**config.mk**
```make
export PLATFORM = sky130hd
export DESIGN_NAME = secuenciador_parametros
export DESIGN_NICKNAME = d
export VERILOG_FILES = /design/src/rtl/secuenciador_parametros_pkg.sv /design/src/rtl/secuenciador_parametros_onehot.sv /design/src/rtl/secuenciador_parametros.sv
export SDC_FILE = /design/constraint.sdc
export NUM_CORES = 1
export LEC_CHECK = 0
export BUFFER_PORTS_ARGS = -buffer_cell sky130_fd_sc_hd__buf_2
export CAP_MARGIN = 40
export CORE_MARGIN = 4
export CORE_UTILIZATION = 35
export CTS_BUF_LIST = sky130_fd_sc_hd__clkbuf_8
export DETAILED_ROUTE_END_ITERATION = 6
export SLEW_MARGIN = 20
export SYNTH_ARGS = -nofsm -noshare
export SYNTH_HDL_FRONTEND = slang
export SYNTH_SLANG_ARGS = --single-unit
```
**constraint.sdc**
```tcl
create_clock -name clk -period 3.8 [get_ports clk]
set_input_delay 0.19 -clock clk [delete_from_list [all_inputs] [get_ports clk]]
set_output_delay 0.19 -clock clk [all_outputs]
set_load 0.1 [all_outputs]
```
**src/rtl/secuenciador_parametros_pkg.sv**
```systemverilog
// Shared parameter package for the RTC register blocks: sequencer state
// encoding and default register count / ack timeout.
package secuenciador_parametros_pkg;

  localparam int unsigned N_REG_DEF  = 9;
  localparam int unsigned TO_CYC_DEF = 16;
  localparam int unsigned CNT_W      = 8;

  typedef enum logic [1:0] {
    IDLE   = 2'd0,
    ACTIVE = 2'd1,
    STEP   = 2'd2,
    DONE   = 2'd3
  } estado_e;

endpackage

```
**src/rtl/secuenciador_parametros_onehot.sv**
```systemverilog
// One-hot decoder with enable: drives exactly one write-enable bit for the
// addressed register while enabled, none otherwise.
module decodificador_onehot #(
  parameter int unsigned AW = 4,
  parameter int unsigned N  = 9
) (
  input  logic          en_i,
  input  logic [AW-1:0] idx_i,
  output logic [N-1:0]  onehot_o
);

  always_comb begin
    onehot_o = '0;
    for (int unsigned i = 0; i < N; i++) begin
      onehot_o[i] = en_i && (idx_i == AW'(i));
    end
  end

endmodule

```
**src/rtl/secuenciador_parametros.sv**
```systemverilog
// Parameter-register write sequencer: sweeps all registers or writes a single
// one, handshaking each write with ack and flagging bad addresses / timeouts.
module secuenciador_parametros
  import secuenciador_parametros_pkg::*;
#(
  parameter int unsigned N_REG  = N_REG_DEF,
  parameter int unsigned AW     = $clog2(N_REG),
  parameter int unsigned TO_CYC = TO_CYC_DEF
) (
  input  logic             clk,
  input  logic             rst,
  input  logic             start,
  input  logic             mode,
  input  logic [AW-1:0]    addr,
  input  logic             ack,
  input  logic             abort,
  output logic [N_REG-1:0] habilita,
  output logic [AW-1:0]    idx,
  output logic             busy,
  output logic             listo,
  output logic             err
);

  localparam logic [AW:0]      N_REG_EXT = (AW+1)'(N_REG);
  localparam logic [AW-1:0]    LAST_IDX  = AW'(N_REG - 1);
  localparam logic [CNT_W-1:0] TO_LAST   = CNT_W'(TO_CYC - 1);

  estado_e          state_q, state_d;
  logic [AW-1:0]    idx_q, idx_d;
  logic [CNT_W-1:0] cnt_q, cnt_d;
  logic             mode_q, mode_d;
  logic             err_q, err_d;

  // State and datapath registers
  always_ff @(posedge clk or negedge rst) begin
    if (!rst) begin
      state_q <= IDLE;
      idx_q   <= '0;
      cnt_q   <= '0;
      mode_q  <= 1'b0;
      err_q   <= 1'b0;
    end else begin
      state_q <= state_d;
      idx_q   <= idx_d;
      cnt_q   <= cnt_d;
      mode_q  <= mode_d;
      err_q   <= err_d;
    end
  end

  // Next-state logic; abort outranks ack, which outranks the timeout
  always_comb begin
    state_d = state_q;
    idx_d   = idx_q;
    cnt_d   = cnt_q;
    mode_d  = mode_q;
    err_d   = err_q;
    unique case (state_q)
      IDLE: begin
        if (start) begin
          if (!mode) begin
            mode_d  = 1'b0;
            idx_d   = '0;
            cnt_d   = '0;
            err_d   = 1'b0;
            state_d = ACTIVE;
          end else if ({1'b0, addr} < N_REG_EXT) begin
            mode_d  = 1'b1;
            idx_d   = addr;
            cnt_d   = '0;
            err_d   = 1'b0;
            state_d = ACTIVE;
          end else begin
            err_d = 1'b1;
          end
        end
      end
      ACTIVE: begin
        if (abort) begin
          state_d = IDLE;
        end else if (ack) begin
          state_d = (!mode_q && (idx_q != LAST_IDX)) ? STEP : DONE;
        end else if (cnt_q == TO_LAST) begin
          err_d   = 1'b1;
          state_d = IDLE;
        end else begin
          cnt_d = cnt_q + CNT_W'(1);
        end
      end
      STEP: begin
        if (abort) begin
          state_d = IDLE;
        end else begin
          idx_d   = idx_q + AW'(1);
          cnt_d   = '0;
          state_d = ACTIVE;
        end
      end
      DONE: begin
        state_d = IDLE;
      end
      default: begin
        state_d = IDLE;
      end
    endcase
  end

  // Outputs decode registered state only, so reset clears them immediately
  decodificador_onehot #(
    .AW (AW),
    .N  (N_REG)
  ) u_dec (
    .en_i     (state_q == ACTIVE),
    .idx_i    (idx_q),
    .onehot_o (habilita)
  );

  assign idx   = idx_q;
  assign busy  = (state_q != IDLE);
  assign listo = (state_q == DONE);
  assign err   = err_q;

endmodule
```
==> key figures <==
Critical path
  • Startpoint types: flop
  • Critical path buffer and inverter count: 1
  • Critical-path cell list: nand2b_1 > nor3_1 > and2_1 > buf_2
  • Critical path endpoint category: primary output
  • CP Class: reg -> out
  • CP required: around 3.6 ns
  • CP peak stage delay: around 0.51 ns
  • Max FO, Critical Path: 13
  • Slowest-stage cell, CP: dfrtp_1
  • CP Data Arrival Time: 2.06 ns
  • Largest delay share family, worst path: simple AND/OR/NAND/NOR gates

Clocking
  • TritonCTS clock tree: done
  • H-tree levels: 1
  • Clk Latency, worst-skew pair: 0.25 ns
  • Clock slew at reported path FFs: 0.06 ns
  • Post-CTS setup buffer count: 0
  • Clk buf depth: 2
  • Number of clock buffers inserted by TritonCTS: 3
  • Root buf cell: clkbuf_8
  • CTS sink count: 16

Floorplanning
  • Die W: 64.8 um
  • Die height: 64.8 um
  • Top Ports: 26
  • Total Die Area: 0.00420 sq mm
  • Initial core utilization: a little over a third
  • Core Area: 0.00308 sq mm
  • Row Count: 20

Route
  • Vias: 1012
  • Initial DRC Count: 45
  • DRC violations left: 0
  • Post-DR vias/cell: around 5.2
  • Antenna Violating Nets Remaining: 0
  • DRT Pass-1 Iters: 4
  • Drt wl/cell: 13.0 um
  • Post-Route WL: about 2.5 mm

Synth
  • Synth unique cells: 42
  • Sequential share of the synthesized area: between 30% and 40%
  • Flops & latches, synth: 16
  • Share of Yosys cell area claimed by the top area cell type: 35.5%
  • Avg Cell Area, Syn: 8.89 sq um
  • Top cell type by total area after synthesis: dfrtp_1
  • Async set or reset register ratio after synthesis: 100%
  • Synth Instances: 127
  • EDFF count, synth: 0
  • Synth area leaders: dfrtp_1, ha_1, and2_1
  • Syn nets: 142
  • Synth Flop Type: dfrtp_1
  • Syn. warnings: 0
  • Area of the mapped netlist: about 0.0011 sq mm

Final layout
  • Area grow syn2layout: 18.7%
  • # fillers: approximately 310
  • Fin util: 43.5%
  • Most frequent cells in the layout: buf_2, dfrtp_1, inv_1, nand2_1, a21oi_1
  • Share of cells above drive strength 1: 25.8%
  • Antenna Cells: 0
  • Commonest non-fill, non-tap cell in the layout: buf_2
  • Final #Nets: 167

Timing
  • Fmax: 445 MHz
  • Setup TNS: 0 ns
  • Final period util: 59.1%
  • Least-Margin Pin Slew: approximately 0.49 ns
  • # setup viols final: 0
  • Clock Skews: between 0.0015 and 0.002 ns
  • Fin. max-slew vios: 0
  • Final hold vios: 0
  • RSZ-0062 raised after global routing: no
  • Fin crit period: 2.25 ns
  • Slew HR: 67.0%

Power and ir drop
  • Total Power: roughly 1.2 mW
  • Pwr/cell area: 874 mW/mm^2
  • LEAKAGE: 0.627 nW
  • VDD IR max: about 190 uV

Flow run
  • Max_cap viols: 0

Min path
  • Worst hold path type: in -> reg

Global routing
  • GR Overflow Total: 0
  • Gr usage total: 12.9%
  • Initial antenna violation count: 0
  • First-pass GRT wire length: 4.30 mm
  • Number of global-route vias before repair: 965
  • Largest net degree at the start of global routing: 17

Placement
  • Detail Placement HPWL: 2.00 mm
  • # port buffers: 25
  • Gpl congestion: 0.847

Status
  • Outcome: finished clean
-- routing by layer --
metal  track usage [%]  wire length, um
met5                 0                0
met2              21.5             1140
met4              3.17               11
met1              16.7             1220
met3              3.29              175
-- state kept, by name, summed over array words and instances, names as in the netlist --
| signal | flops |
|---|---|
| idx | 4 |
| mode_q | 1 |
| state_q | 2 |
| err | 1 |
| cnt_q | 8 |
-- where the power goes --
part | leakage [nW] | internal [mW] | switching [mW]
combinational | 0.389 | 0.165 | 0.552
sequential | 0.209 | 0.223 | 0.0796
clock | 0.0288 | 0.0918 | 0.0593
-- worst register-to-register path, delay by kind of cell, from the launching register on --
| family | cells | cell delay [ns] |
|---|---|---|
| simple gates | 1 | 0.37 |
| flops | 1 | 0.51 |
| compound gates | 3 | 0.81 |
-- worst paths after layout --
| check | startpoint | to | slack (ns) | depth (start not counted) |
|---|---|---|---|---|
| max in group asynchronous | rst | state_q[0] | 3.12 | 2 |
| setup / recovery | state_q[1] | habilita[4] | 1.55 | 4 |
| min in group asynchronous | rst | idx[2] | 0.40 | 2 |
| setup reg to reg | state_q[1] | cnt_q[7] | 2.03 | 4 |
| hold / removal | addr[1] | idx[1] | 0.22 | 3 |
| hold reg to reg | err | err | 0.52 | 2 |
-- cell families (layout without fill, tap and decap cells) --
group / after synthesis / after routing / share of synthesized area, %
fa+ha+maj: 5 / 5 / 5.54
mux: 1 / 1 / 0.887
compound gates: 36 / 36 / 24.6
buf+inv: 17 / 41 / 6.65
simple gates: 52 / 52 / 26.8
flops: 16 / 16 / 35.5
-- cell usage after synthesis (2+ instances only) --
| library cell | instances |
|---|---|
| dfrtp_1 | 16 |
| inv_1 | 11 |
| a21oi_1 | 10 |
| nand2_1 | 10 |
| and2_1 | 9 |
| nor3_1 | 9 |
| nor2_1 | 6 |
| ha_1 | 5 |
| a31oi_1 | 4 |
| nand3_1 | 4 |
| and3_1 | 3 |
| buf_2 | 3 |
| clkbuf_1 | 2 |
| nor2b_1 | 2 |
| nor4_1 | 2 |
| o21a_1 | 2 |
| o21ai_0 | 2 |
| o21ai_1 | 2 |
| o311a_1 | 2 |
-- per-stage QoR --
stage / instances / instance area (sq um) / hold slack (ns) / setup WS (ns)
2_1_floorplan: 127 / 1130 / -0.106 / 0.304
3_3_place_gp: 190 / 1270 / 0.129 / 1.89
3_5_place_dp: 190 / 1270 / 0.124 / 1.81
4_1_cts: 195 / 1340 / 0.218 / 1.54
5_1_grt: 195 / 1340 / 0.234 / 1.36
6_report: 195 / 1340 / 0.219 / 1.55
-- cell type report --
class	instances	area, sq um	area share [%]
clock buffer	4	55.1	4.11
inverter	11	41.3	3.08
multi-input combinational	94	653	48.7
sequential	16	400	29.9
tap	44	55.1	4.11
timing repair buffer	26	135	10.1
-- repair_timing --
item / in CTS / in global routing
resized for setup: 0 / 0
hold buffers: 1 / 0
hold endpoints to repair: 16 / 0
No activity file was read; power rests on OpenSTA's default activity.
